$ cat config.mk
export PLATFORM = sky130hd
export DESIGN_NAME = datapath_mc
export DESIGN_NICKNAME = d
export VERILOG_FILES = /design/src/rtl/datapath_mc_pkg.sv /design/src/rtl/dp_alu.sv /design/src/rtl/datapath_mc.sv
export SDC_FILE = /design/constraint.sdc
export NUM_CORES = 1
export LEC_CHECK = 0
export ABC_AREA = 0
export BUFFER_PORTS_ARGS = -buffer_cell sky130_fd_sc_hd__buf_4
export CAP_MARGIN = 20
export CORE_ASPECT_RATIO = 1.75
export CORE_MARGIN = 3
export CORE_UTILIZATION = 45
export CTS_CLUSTER_DIAMETER = 30
export CTS_CLUSTER_SIZE = 25
export DETAILED_ROUTE_END_ITERATION = 12
export GPL_ROUTABILITY_DRIVEN = 0
export GPL_TIMING_DRIVEN = 0
export PLACE_DENSITY = 0.59
export SKIP_LAST_GASP = 1
export SYNTH_ARGS = -nofsm -noshare
export SYNTH_HDL_FRONTEND = slang
export SYNTH_SLANG_ARGS = --single-unit
$ cat constraint.sdc
create_clock -name clk -period 3.7 [get_ports clk]
set_input_delay 0.185 -clock clk [delete_from_list [all_inputs] [get_ports clk]]
set_output_delay 0.185 -clock clk [all_outputs]
set_load 0.05 [all_outputs]
$ cat src/rtl/datapath_mc_pkg.sv
// Shared encodings for the multi-cycle datapath: ALU ops, shift modes, FSM states.
package datapath_mc_pkg;

  typedef enum logic [1:0] {
    ALU_ADD = 2'b00,
    ALU_SUB = 2'b01,
    ALU_AND = 2'b10,
    ALU_OR  = 2'b11
  } alu_op_e;

  typedef enum logic [1:0] {
    SH_NONE = 2'b00,
    SH_LSL  = 2'b01,
    SH_LSR  = 2'b10,
    SH_ASR  = 2'b11
  } sh_op_e;

  typedef enum logic [1:0] {
    ST_IDLE  = 2'b00,
    ST_EXEC  = 2'b01,
    ST_SHIFT = 2'b10,
    ST_WB    = 2'b11
  } state_e;

endpackage

$ cat src/rtl/dp_alu.sv
// Combinational ALU: ADD/SUB with carry and signed overflow, bitwise AND/OR.
module dp_alu
  import datapath_mc_pkg::*;
#(
  parameter int M = 8
) (
  input  logic [M-1:0] a_i,
  input  logic [M-1:0] b_i,
  input  logic [1:0]   op_i,
  output logic [M-1:0] result_o,
  output logic         carry_o,
  output logic         ov_o
);

  logic [M-1:0] b_eff;
  logic [M:0]   sum;

  // SUB is A + ~B + 1, so carry-out means "no borrow" and one overflow rule serves both.
  always_comb begin
    result_o = '0;
    carry_o  = 1'b0;
    ov_o     = 1'b0;
    b_eff    = (op_i == ALU_SUB) ? ~b_i : b_i;
    sum      = {1'b0, a_i} + {1'b0, b_eff} + {{M{1'b0}}, (op_i == ALU_SUB)};
    case (op_i)
      ALU_ADD, ALU_SUB: begin
        result_o = sum[M-1:0];
        carry_o  = sum[M];
        ov_o     = (a_i[M-1] == b_eff[M-1]) && (sum[M-1] != a_i[M-1]);
      end
      ALU_AND: result_o = a_i & b_i;
      default: result_o = a_i | b_i;
    endcase
  end

endmodule

$ cat src/rtl/datapath_mc.sv
// Multi-cycle execution core: register file, ALU, 1-bit/cycle shifter and
// write-back flags sequenced by an IDLE/EXEC/SHIFT/WB FSM behind valid/ready.
module datapath_mc
  import datapath_mc_pkg::*;
#(
  parameter int             N    = 8,
  parameter int             M    = 8,
  parameter int             P    = 3,
  parameter int             SW   = 3,
  parameter logic [N*M-1:0] INIT = {{(N-2)*M{1'b0}}, M'(1), M'(1)}
) (
  input  logic          clk,
  input  logic          rst,
  input  logic          cmd_valid,
  output logic          cmd_ready,
  input  logic [1:0]    cmd_alu,
  input  logic [1:0]    cmd_sh,
  input  logic [SW-1:0] cmd_amt,
  input  logic [P-1:0]  cmd_ra,
  input  logic [P-1:0]  cmd_rb,
  input  logic [P-1:0]  cmd_rd,
  input  logic          cmd_imm_en,
  input  logic [M-1:0]  cmd_imm,
  input  logic          cmd_we,
  output logic          done,
  output logic          fov,
  output logic          fcarry,
  output logic          fneg,
  output logic          fzero,
  input  logic [P-1:0]  dbg_sel,
  output logic [M-1:0]  dbg_data
);

  state_e        state_q, state_d;
  logic [M-1:0]  regs_q [N];

  // latched command
  alu_op_e       alu_q;
  sh_op_e        sh_q;
  logic [SW-1:0] amt_q;
  logic [P-1:0]  ra_q, rb_q, rd_q;
  logic          imm_en_q, we_q;
  logic [M-1:0]  imm_q;

  // working register, shift counter and pending flags
  logic [M-1:0]  w_q, w_d;
  logic [SW-1:0] cnt_q, cnt_d;
  logic          carry_t_q, carry_t_d;
  logic          ov_t_q, ov_t_d;

  logic [M-1:0]  op_a, op_b, alu_res;
  logic          alu_c, alu_ov;

  // Operands come from the register file during EXEC, so a write-back to ra/rb is never stale.
  assign op_a      = regs_q[ra_q];
  assign op_b      = imm_en_q ? imm_q : regs_q[rb_q];
  assign cmd_ready = (state_q == ST_IDLE) && !rst;
  assign done      = (state_q == ST_WB);
  assign dbg_data  = regs_q[dbg_sel];

  dp_alu #(.M(M)) u_alu (
    .a_i      (op_a),
    .b_i      (op_b),
    .op_i     (alu_q),
    .result_o (alu_res),
    .carry_o  (alu_c),
    .ov_o     (alu_ov)
  );

  // Next-state logic plus the W/counter/pending-flag datapath for each phase.
  always_comb begin
    state_d   = state_q;
    w_d       = w_q;
    cnt_d     = cnt_q;
    carry_t_d = carry_t_q;
    ov_t_d    = ov_t_q;
    case (state_q)
      ST_IDLE: if (cmd_valid) state_d = ST_EXEC;
      ST_EXEC: begin
        w_d       = alu_res;
        carry_t_d = alu_c;
        ov_t_d    = alu_ov;
        cnt_d     = amt_q;
        state_d   = (sh_q != SH_NONE && amt_q != '0) ? ST_SHIFT : ST_WB;
      end
      ST_SHIFT: begin
        case (sh_q)
          SH_LSL: begin
            w_d       = {w_q[M-2:0], 1'b0};
            carry_t_d = w_q[M-1];
          end
          SH_LSR: begin
            w_d       = {1'b0, w_q[M-1:1]};
            carry_t_d = w_q[0];
          end
          SH_ASR: begin
            w_d       = {w_q[M-1], w_q[M-1:1]};
            carry_t_d = w_q[0];
          end
          default: w_d = w_q;
        endcase
        cnt_d = cnt_q - SW'(1);
        if (cnt_q == SW'(1)) state_d = ST_WB;
      end
      default: state_d = ST_IDLE;
    endcase
  end

  // State, working registers and the command latch taken on acceptance.
  always_ff @(posedge clk or posedge rst) begin
    if (rst) begin
      state_q   <= ST_IDLE;
      w_q       <= '0;
      cnt_q     <= '0;
      carry_t_q <= 1'b0;
      ov_t_q    <= 1'b0;
      alu_q     <= ALU_ADD;
      sh_q      <= SH_NONE;
      amt_q     <= '0;
      ra_q      <= '0;
      rb_q      <= '0;
      rd_q      <= '0;
      imm_en_q  <= 1'b0;
      imm_q     <= '0;
      we_q      <= 1'b0;
    end else begin
      state_q   <= state_d;
      w_q       <= w_d;
      cnt_q     <= cnt_d;
      carry_t_q <= carry_t_d;
      ov_t_q    <= ov_t_d;
      if (state_q == ST_IDLE && cmd_valid) begin
        alu_q    <= alu_op_e'(cmd_alu);
        sh_q     <= sh_op_e'(cmd_sh);
        amt_q    <= cmd_amt;
        ra_q     <= cmd_ra;
        rb_q     <= cmd_rb;
        rd_q     <= cmd_rd;
        imm_en_q <= cmd_imm_en;
        imm_q    <= cmd_imm;
        we_q     <= cmd_we;
      end
    end
  end

  // Flags are committed only in WB, even for compare-only (we=0) commands.
  always_ff @(posedge clk or posedge rst) begin
    if (rst) begin
      fov    <= 1'b0;
      fcarry <= 1'b0;
      fneg   <= 1'b0;
      fzero  <= 1'b0;
    end else if (state_q == ST_WB) begin
      fov    <= ov_t_q;
      fcarry <= carry_t_q;
      fneg   <= w_q[M-1];
      fzero  <= (w_q == '0);
    end
  end

  // Register file: reset image from INIT, single write port used in WB.
  always_ff @(posedge clk or posedge rst) begin
    if (rst) begin
      for (int i = 0; i < N; i++) regs_q[i] <= INIT[M*i +: M];
    end else if (state_q == ST_WB && we_q) begin
      regs_q[rd_q] <= w_q;
    end
  end

endmodule
==> results of run 1 <==
## path summary, 6_finish.rpt
kind	from	end	slack, ns	cells after the start
max	rb_q[1]	ov_t_q	0.18	11
min	cmd_amt[1]	amt_q[1]	0.06	2
max reg2reg	rb_q[1]	ov_t_q	0.18	11
min reg2reg	carry_t_q	carry_t_q	0.50	2
max in group asynchronous	rst	regs_q[11]	2.49	4
min in group asynchronous	rst	imm_q[1]	0.46	3
## worst reg2reg max path: cells and delay by family, from the launching register on
| family | cells | cell delay (ns) |
|---|---|---|
| fa+ha+maj | 1 | 0.39 |
| buf+inv | 1 | 0.29 |
| xor+xnor | 1 | 0.19 |
| mux | 2 | 0.78 |
| flops | 1 | 0.44 |
| compound gates | 5 | 0.85 |
| simple gates | 1 | 0.51 |
## cell usage after synthesis, drive strengths merged (2+ instances only)
cell type,n
a22oi,2
xor2,6
mux2i,21
a21o,3
o221ai,2
dfstp,2
nand2b,5
o2111ai,2
nand2,27
a21oi,18
maj3,5
nor3b,2
a211oi,3
o31ai,2
inv,19
and2,5
ha,13
a31oi,4
nor3,6
nor2,25
buf,14
nor4,6
dfrtp,107
o21a,3
a2111oi,3
nand3b,5
mux2,113
o21ai,23
xnor2,3
clkbuf,24
a221oi,2
nor2b,4
nand3,7
mux4,43
## routing by layer
layer	GRT usage (%)	part of all wire, %
met1	24.9	36
met2	44.6	55
met3	2.76	3.7
met4	13.1	5.4
met5	0	0
## power breakdown
part	switching [mW]	total, mW	leakage [nW]	internal [mW]
Sequential	0.446	2.16	1.39	1.72
Clock	0.467	0.952	0.138	0.485
Combinational	2.82	5.05	1.89	2.23
Total	3.73	8.16	3.42	4.43
## sequential cells by signal, summed over array words and instances (netlist names), 3 cells and up
signal and flops:
regs_q 64, imm_q 8, w_q 8, amt_q 3
cnt_q 3, ra_q 3, rb_q 3, rd_q 3
## placed cells by master (no fill, tap or decap), types with 3 or more instances in the layout
| master | count |
|---|---|
| a21oi_1 | 17 |
| nor2_1 | 25 |
| mux4_1 | 5 |
| nand3b_1 | 5 |
| buf_1 | 4 |
| nor3_1 | 4 |
| mux2_2 | 112 |
| nor2b_1 | 4 |
| o21a_1 | 3 |
| nand2b_1 | 5 |
| o21ai_1 | 3 |
| mux2i_1 | 19 |
| nor4_1 | 6 |
| a31oi_1 | 4 |
| maj3_1 | 5 |
| a211oi_1 | 3 |
| and2_1 | 5 |
| buf_4 | 42 |
| a21o_1 | 3 |
| nand3_1 | 7 |
| clkbuf_16 | 9 |
| ha_1 | 12 |
| o21ai_0 | 20 |
| inv_1 | 18 |
| dfrtp_1 | 107 |
| buf_6 | 7 |
| xor2_1 | 6 |
| clkbuf_1 | 23 |
| mux4_2 | 38 |
| nand2_1 | 27 |
| buf_2 | 4 |
| xnor2_1 | 3 |
| clkinv_4 | 3 |
## what timing repair did
| item | CTS | global route |
|---|---|---|
| gates resized for setup | 4 | 3 |
| endpoints found under the setup margin | 3 | 4 |
| hold buffers | 1 | 0 |
| hold endpoints to repair | 38 | 0 |
| pin swaps | 0 | 1 |
## layout make-up
type                    instances  area (um2)  area share [%]
inverters                      20        77.6            1.00
plain buffers                  36         179            2.31
multi-input cells             384        3880            50.0
repair buffers                 46         375            4.84
well taps                     183         229            2.95
clock buffers                  11         243            3.13
clock inverters                 5        45.0           0.581
flip-flops and latches        109        2730            35.2
## logic make-up (layout without fill, tap and decap cells)
logic type / Yosys count / count (layout) / synth area share, %
AND/OR/NAND/NOR: 97 / 97 / 6.93
AO/OA/AOI/OAI: 82 / 82 / 8.56
buffers and inverters: 58 / 118 / 3.75
adder cells (fa/ha/maj): 19 / 19 / 3.40
multiplexers: 177 / 177 / 36.3
XOR/XNOR: 9 / 9 / 1.15
flip-flops: 109 / 109 / 39.9
## metrics by stage
step	instance area, um2	worst slack [ns]	utilization (%)	total power [mW]	hold WS [ns]
2_1_floorplan	6840	0.503	-	5.81	0.336
3_3_place_gp	7390	-0.677	49.5	6.93	0.418
3_5_place_dp	7450	-0.224	50.0	7.12	0.289
4_1_cts	7750	0.141	52.0	8.13	0.0542
5_1_grt	7760	0.00997	52.0	8.70	0.0462
6_report	7760	0.179	52.0	8.16	0.0629
==> results.md, run 1 <==
- Core area: 0.0149 mm2
- Final global-route overflow total: 0
- Post-synth cell types: 67
- #FFs+latches synth: 109
- Final-report setup violation count: 0
- Yosys warns: 0
- Post-synth top area share: 39.1%
- Latest clock arrival within the worst-skew pair: 0.35 ns
- First-pass GRT wire length: 29600 um
- Synth area leaders: dfrtp_1, mux2_2, mux4_2, mux2i_1, ha_1
- Placed cell count: 779
- Crit-path cells: buf_6, mux4_2, mux2i_1, o21ai_0, xor2_1, ha_1, a41oi_1, o21a_1, o21ai_1, or4_1, o2111ai_1
- Layout Skew: 0.0101 ns
- Crit path kind: flip-flop to flip-flop
- DRT Pass-1 Iters: 5
- Port Buffer Count: 42
- Die footprint: 0.0168 mm2
- First DRT Iteration DRCs: 222
- Routed length per placed instance: 24.3 um
- Worst-Margin Slew: 1.19 ns
- VDD IR max: 0.355 mV
- Number of global-route vias before repair: 5229
- Area leader, netlist: dfrtp_1
- Top FF cell, synth: dfrtp_1
- DRC: 0
- CTS Buf Count: 9
- Bufs and invs on worst path: 1
- Fmax: 284 MHz
- Lkg Pwr: 3.42 nW
- Critical-path top delay cell: mux4_2
- Clock tree from TritonCTS: built
- Rows: 59
- Post-synth EDFFs: 0
- Startpoint type of the worst setup path: flip-flop
- CTS H-tree lvls: 3
- Fin crit share: 95.2%
- Max-slew violations: 0
- Pin count of the biggest net entering global routing: 70
- Mapped Area: 0.00684 mm2
- # diodes: 0
- Final hold viol count: 0
- CP required: 3.96 ns
- Vias: 4888
- Clock Path Buffers: 2
- CTS clk-pin slew, worst paths: 0.08 ns
- Net Count, Synth: 597
- Share of layout cells above drive strength 1: 38.6%
- Detailed Route WL: 19300 um
- Chip Height: 169 um
- RSZ-0062 raised after global routing: no
- HP Class: primary input to flip-flop
- Pwr Density: 1050 mW/mm2
- CP top delay family: compound AO/OA/AOI/OAI gates
- Initial antenna violation count: 0
- Min Clock Period, post-route: 3.52 ns
- Syn Area/Cell: 12.4 um2
- Via-to-Cell Ratio: 6.16
- Synthesized instance count: 551
- Fin Setup TNS: 0 ns
- # fillers: 1340
- CP Capture Type: flip-flop
- Worst path arrival time: 3.78 ns
- Final #Nets: 652
- Slew HR: 20.5%
- Max Cap Viol: 0
- Root buffer selected by CTS: clkbuf_16
- Crit Path Max Fanout: 19
- Area delta synth->final: 13.4%
- Final HPWL DP: 14400 um
- Initial Util: 45.9%
- Clock sinks: 109
- Number of nets with antenna violations after routing: 0
- Register area share after synthesis: 39.9%
- Setup Buffers After CTS: 0
- Post-route insts no fill: 794
- Die Span X: 99.2 um
- Slowest stage delay, CP: 0.54 ns
- Number of I/O pins: 46
- Aggregate global-route resource usage: 23.6%
- Status: finished, final reports clean
- Share of flip-flops with an asynchronous set or reset: 100%
Note: power is estimated with default switching activity, not from simulation.
==> inputs of run 2 (changes only) <==
--- a/config.mk
+++ b/config.mk
@@ -11,6 +11,7 @@
 export CORE_ASPECT_RATIO = 1.75
 export CORE_MARGIN = 3
 export CORE_UTILIZATION = 45
+export CTS_BUF_LIST = sky130_fd_sc_hd__clkbuf_8
 export CTS_CLUSTER_DIAMETER = 30
 export CTS_CLUSTER_SIZE = 25
 export DETAILED_ROUTE_END_ITERATION = 12
@@ -20,4 +21,5 @@
 export SKIP_LAST_GASP = 1
 export SYNTH_ARGS = -nofsm -noshare
 export SYNTH_HDL_FRONTEND = slang
+export SYNTH_HIERARCHICAL = 1
 export SYNTH_SLANG_ARGS = --single-unit
==> results.md, run 2 <==
- Area delta synth->final: 14.2%
- Tot Pwr: 8.04 mW
- Final global-route overflow total: 0
- Worst-Margin Slew: 0.815 ns
- Crit path from: ra_q[0]
- Layout Skew: 0.0173 ns
- Most frequent cells in the layout: mux2_2, dfrtp_1, buf_4
- Final-report setup violation count: 0
- Clock Path Buffers: 2
- Yosys warns: 6
- Mapped Area: 0.00692 mm2
- Lkg Pwr: 3.65 nW
- Synth area leaders: dfrtp_1, mux2_2, mux4_1, mux2i_1, ha_1
- Comb power frac: 64.0%
- Via-to-Cell Ratio: 6.03
- Final hold viol count: 0
- Most common cell after layout, fill and taps aside: mux2_2
- Share of flip-flops with an asynchronous set or reset: 100%
- Top reg by flops: regs_q
- Most used cell, CP: mux2_2
- Top FF cell, synth: dfrtp_1
- # fillers: 1336
- Startpoint type of the worst setup path: flip-flop
- Rows: 59
- CP endpoint: w_q[7]
- Final HPWL DP: 13500 um
- Final setup margin: 0.102 ns
- Die footprint: 0.0170 mm2
- Status: finished, final reports clean
- Critical-path top delay cell: mux4_1
- Port Buffer Count: 42
- Seq pwr share: 26.9%
- Number of global-route vias before repair: 4834
- CTS clk-pin slew, worst paths: 0.12 ns
- Slowest stage delay, CP: 0.55 ns
- Post-synth cell types: 57
- Root buffer selected by CTS: clkbuf_8
- Final #Nets: 647
- Detailed Route WL: 17700 um
- Area leader, netlist: dfrtp_1
- Top flop regs: regs_q x64, imm_q x8, w_q x8
- Post-synth top area share: 38.7%
- Share of layout cells above drive strength 1: 41.3%
- CTS H-tree lvls: 3
- First DRT Iteration DRCs: 226
- Net Count, Synth: 582
- Crit path kind: flip-flop to flip-flop
- Number of nets with antenna violations after routing: 0
- Routed length per placed instance: 22.5 um
- Switching Power: 3.63 mW
- CP required: 3.99 ns
- Core area: 0.0150 mm2
- R2R cell count: 12
- Initial antenna violation count: 0
- Max reg flops: 64
- Fin crit share: 97.3%
- CP Capture Type: flip-flop
- Worst R2R Setup Slack: 0.10 ns
- First-pass GRT wire length: 27200 um
- Vias: 4740
- Post-synth EDFFs: 0
- Setup Slack @ Placement: -0.490 ns
- Clock tree from TritonCTS: built
- Clk network pwr share: 9.1%
- Count leader, synth: mux2_2
- Register area share after synthesis: 39.4%
- Fmax: 278 MHz
- Int Pwr: 4.41 mW
- Commonest cells post-synth: mux2_2, dfrtp_1, mux4_1
- DRT Pass-1 Iters: 7
- Pwr Density: 1020 mW/mm2
- Syn Area/Cell: 13.0 um2
- Die Span X: 99.8 um
- Min Clock Period, post-route: 3.60 ns
- Slew HR: 45.2%
- Crit Reg-Reg Startpoint: ra_q[0]
- DRC: 0
- Number of I/O pins: 46
- Pin count of the biggest net entering global routing: 73
- Worst path arrival time: 3.89 ns
- #FFs+latches synth: 109
- HP Class: primary input to flip-flop
- # diodes: 0
- VDD IR max: 0.416 mV
- Latest clock arrival within the worst-skew pair: 0.39 ns
- Crit Path Max Fanout: 10
- R2R Path End: w_q[7]
- Max-slew violations: 0
- Crit-path cells: buf_6, buf_12, mux4_1, mux2_2, ha_1, and2_4, a221o_1, a2111o_1, and3_1, inv_1, o21ai_0, mux2_2
- Initial Util: 46.2%
- Synthesized instance count: 533
- CTS Buf Count: 9
- Max Cap Viol: 0
- Switch share: 45.1%
- Aggregate global-route resource usage: 21.3%
- Clock sinks: 109
- Chip Height: 170 um
run 2: changes by cell type in the layout (fill, tap and decap cells not counted), moves of 7 or more:
cell,change
a22o_1,+7
clkbuf_16,-9
mux4_1,+25
mux4_2,-36
mux2_2,+23
clkbuf_1,-9
o21ai_0,-7
nor2_2,+7
clkbuf_8,+9
dlygate4sd3_1,+10
nor2_1,-14
run 2: worst min path at each step:
stage / slack, ns / start / to / cells past startpoint
6_report: 0.02 / cmd_sh[0] / sh_q[0] / 2
5_1_grt: 0.0001 / cmd_sh[1] / sh_q[1] / 2
4_1_cts: 0.0004 / cmd_we / we_q / 2
3_5_place_dp: 0.27 / rst / state_q[1] / 2
3_3_place_gp: 0.42 / cmd_rb[1] / rb_q[1] / 2
2_1_floorplan: 0.34 / cmd_alu[0] / alu_q[0] / 1
run 2: power groups by stage:
stage / Sequential (mW) / Combinational, mW / Clock (mW)
floorplan: 2.06 / 3.77 / 0
global placement: 2.12 / 4.82 / 0
detailed placement: 2.16 / 4.94 / 0
CTS: 2.14 / 5.00 / 0.747
global route: 2.23 / 5.54 / 0.805
finish: 2.16 / 5.15 / 0.728
run 2: metal layers:
metal	wire length, um	vias to the layer above	global-route usage [%]
met5	0	-	0
met2	9960	112	39.5
met1	6590	2439	23.2
li1	-	2149	-
met4	674	0	10.3
met3	504	40	3.49
run 2: critical path, delay by kind of cell, from the launching register on:
| family | cells | cell delay, ns |
|---|---|---|
| muxes | 3 | 1.17 |
| AOI/OAI and AO/OA | 3 | 0.87 |
| buffers and inverters | 3 | 0.41 |
| adders and majority gates | 1 | 0.36 |
| DFF | 1 | 0.35 |
| and+or+nand+nor | 2 | 0.35 |
run 2: repair_timing:
| action | CTS | global route |
|---|---|---|
| setup buffers | 0 | 3 |
| endpoints found under the setup margin | 4 | 4 |
| hold buffers | 1 | 10 |
| endpoints found under the hold margin | 37 | 10 |
| resized for setup | 5 | 19 |
| pin swaps | 0 | 4 |
run 2: final cells by class:
| cell class | count | area [um2] | share of cell area [%] |
|---|---|---|---|
| multi-input combinational | 371 | 3980 | 50.3 |
| sequential | 109 | 2730 | 34.5 |
| timing repair buffer | 57 | 475 | 6.02 |
| buffer | 37 | 249 | 3.15 |
| tap | 183 | 229 | 2.90 |
| clock buffer | 10 | 138 | 1.74 |
| clock inverter | 6 | 52.6 | 0.665 |
| inverter | 13 | 51.3 | 0.649 |
run 2: metrics by stage:
step,setup TNS (ns),util (%),instance area (um2),cells,hold slack (ns)
floorplan,0,-,6920,533,0.336
global placement,-64.93,49.8,7470,758,0.418
detailed placement,-1.54,50.0,7500,759,0.270
CTS,0,51.5,7720,776,0.000443
global route,-0.00581,52.7,7900,786,0.000124
finish,0,52.7,7900,786,0.0192
run 2: cells by family (layout without fill, tap and decap cells):
logic type / Yosys count / count (layout) / share of synthesized area [%]
xor+xnor: 11 / 11 / 1.39
mux: 194 / 194 / 38.0
buf+inv: 53 / 123 / 4.14
simple gates: 71 / 71 / 5.42
compound gates: 73 / 73 / 7.66
flops: 109 / 109 / 39.4
fa+ha+maj: 22 / 22 / 3.90
==> inputs of run 3 (changes only) <==
--- a/config.mk
+++ b/config.mk
@@ -8,6 +8,8 @@
 export ABC_AREA = 0
 export BUFFER_PORTS_ARGS = -buffer_cell sky130_fd_sc_hd__buf_4
 export CAP_MARGIN = 20
+export CELL_PAD_IN_SITES_DETAIL_PLACEMENT = 1
+export CELL_PAD_IN_SITES_GLOBAL_PLACEMENT = 2
 export CORE_ASPECT_RATIO = 1.75
 export CORE_MARGIN = 3
 export CORE_UTILIZATION = 45
@@ -17,7 +19,7 @@
 export DETAILED_ROUTE_END_ITERATION = 12
 export GPL_ROUTABILITY_DRIVEN = 0
 export GPL_TIMING_DRIVEN = 0
-export PLACE_DENSITY = 0.59
+export PLACE_DENSITY = 0.8
 export SKIP_LAST_GASP = 1
 export SYNTH_ARGS = -nofsm -noshare
 export SYNTH_HDL_FRONTEND = slang
==> results.md, run 3 (same netlist as run 2, synthesis figures left out) <==
- Status: finished, final reports clean
- Worst path arrival time: 3.84 ns
- Lkg Pwr: 3.63 nW
- Final Instance Area: 0.00787 mm2
- R2R Path End: w_q[7]
- Vias: 4717
- Hold Path Depth: 2
- Placed cell area: 0.00750 mm2
- DRC: 0
- Pwr Density: 1050 mW/mm2
- Area delta synth->final: 13.7%
- Routed length per placed instance: 24.7 um
- Final #Nets: 641
- Worst-Margin Slew: 0.614 ns
- Final hold viol count: 0
- Aggregate global-route resource usage: 23.7%
- # fillers: 1529
- Clock Path Buffers: 2
- CTS H-tree lvls: 3
- Core area: 0.0150 mm2
- Hold Path Sink: imm_q[6]
- Top reg by flops: regs_q
- Number of global-route vias before repair: 5464
- CTS Buf Count: 9
- Via-to-Cell Ratio: 6.05
- Min Clock Period, post-route: 3.56 ns
- CTS clk-pin slew, worst paths: 0.11 ns
- Die Span X: 99.8 um
- Pin count of the biggest net entering global routing: 75
- First-pass GRT wire length: 30100 um
- Sequential cell area: 0.00273 mm2
- Initial antenna violation count: 0
- Initial Util: 46.2%
- Final global-route overflow total: 0
- First DRT Iteration DRCs: 130
- Multi-input gate area: 0.00403 mm2
- Most common cell after layout, fill and taps aside: mux2_2
- Max reg flops: 64
- Crit Reg-Reg Startpoint: rb_q[0]
- Rows: 59
- Final-report setup violation count: 0
- Number of I/O pins: 46
- Fin crit share: 96.1%
- Crit path kind: flip-flop to flip-flop
- Startpoint type of the worst setup path: flip-flop
- Worst R2R Setup Slack: 0.14 ns
- CP Capture Type: flip-flop
- Slew HR: 59.1%
- Layout Skew: 0.0136 ns
- Clock sinks: 109
- Share of layout cells above drive strength 1: 42.7%
- Chip Height: 170 um
- Most frequent cells in the layout: mux2_2, dfrtp_1, buf_4
- Number of nets with antenna violations after routing: 0
- Root buffer selected by CTS: clkbuf_8
- CP required: 3.98 ns
- Final HPWL DP: 15000 um
- Top flop regs: regs_q x64, imm_q x8, w_q x8
- # diodes: 0
- Launch point of the worst hold path: cmd_imm[6]
- Detailed Route WL: 19300 um
- Latest clock arrival within the worst-skew pair: 0.39 ns
- Fin Setup TNS: 0 ns
- Die footprint: 0.0170 mm2
- R2R cell count: 14
- Fmax: 281 MHz
- Clock tree from TritonCTS: built
- HP Class: primary input to flip-flop
- Max Cap Viol: 0
- DRT Pass-1 Iters: 5
- VDD IR max: 0.407 mV
- Crit Path Max Fanout: 10
- Final core utilization: 52.5%
- Port Buffer Count: 42
- Max-slew violations: 0
-- run 3: layer usage --
layer / up-vias / global-route usage (%) / share of wire (%)
li1: 2139 / - / -
met1: 2476 / 24.2 / 35
met2: 73 / 45.9 / 59
met3: 29 / 3.28 / 2.3
met4: 0 / 11.5 / 3.1
met5: - / 0 / 0
-- run 3: what timing repair did --
action / in CTS / in global routing
buffers inserted: 3 / 1
setup endpoints to repair: 6 / 4
pin swaps: 2 / 2
resized for setup: 13 / 20
hold buffers: 1 / 3
endpoints found under the hold margin: 35 / 3
-- run 3: worst max path at each step --
stage	from	to	slack [ns]	cells past startpoint
2_1_floorplan	rb_q[0]	carry_t_q	0.24	15
4_1_cts	rb_q[0]	carry_t_q	0.007	16
3_5_place_dp	rb_q[0]	carry_t_q	-0.78	15
5_1_grt	rb_q[1]	w_q[6]	-0.02	13
6_report	rb_q[0]	w_q[7]	0.14	14
3_3_place_gp	rb_q[1]	carry_t_q	-0.73	14
-- run 3: per-stage QoR --
| stage | setup WS [ns] | cells | hold WS (ns) | power (mW) |
|---|---|---|---|---|
| 6_report | 0.142 | 780 | 0.0185 | 8.23 |
| 5_1_grt | -0.0166 | 780 | 0.000102 | 8.82 |
| 4_1_cts | 0.00727 | 777 | 0.000647 | 8.06 |
| 3_5_place_dp | -0.779 | 759 | 0.268 | 7.23 |
| 3_3_place_gp | -0.731 | 758 | 0.417 | 7.01 |
| 2_1_floorplan | 0.243 | 533 | 0.336 | 5.83 |
-- run 3: worst max-delay path, cell delays in order, from the launching register on --
cell      delay (ns)
dfrtp_1         0.38
clkbuf_4        0.18
buf_8           0.17
mux2i_1         0.12
a22o_1          0.28
o31ai_4         0.30
xnor2_1         0.16
ha_2            0.33
and2_4          0.18
a221o_1         0.35
a2111o_1        0.39
and3_1          0.15
inv_1           0.08
o21ai_0         0.07
mux2_2          0.30
-- run 3: final cells by class --
class / instances / share of cell area [%]
inverter: 13 / 0.652
sequential: 109 / 34.7
buffer: 37 / 3.19
clock buffer: 9 / 1.57
timing repair buffer: 51 / 5.24
tap: 183 / 2.91
clock inverter: 7 / 0.636
multi-input combinational: 371 / 51.1
-- run 3: power breakdown --
part	internal [mW]	total [mW]	switching, mW
clock network	0.249	0.701	0.451
registers	1.71	2.18	0.471
logic	2.51	5.35	2.84
total	4.47	8.23	3.76
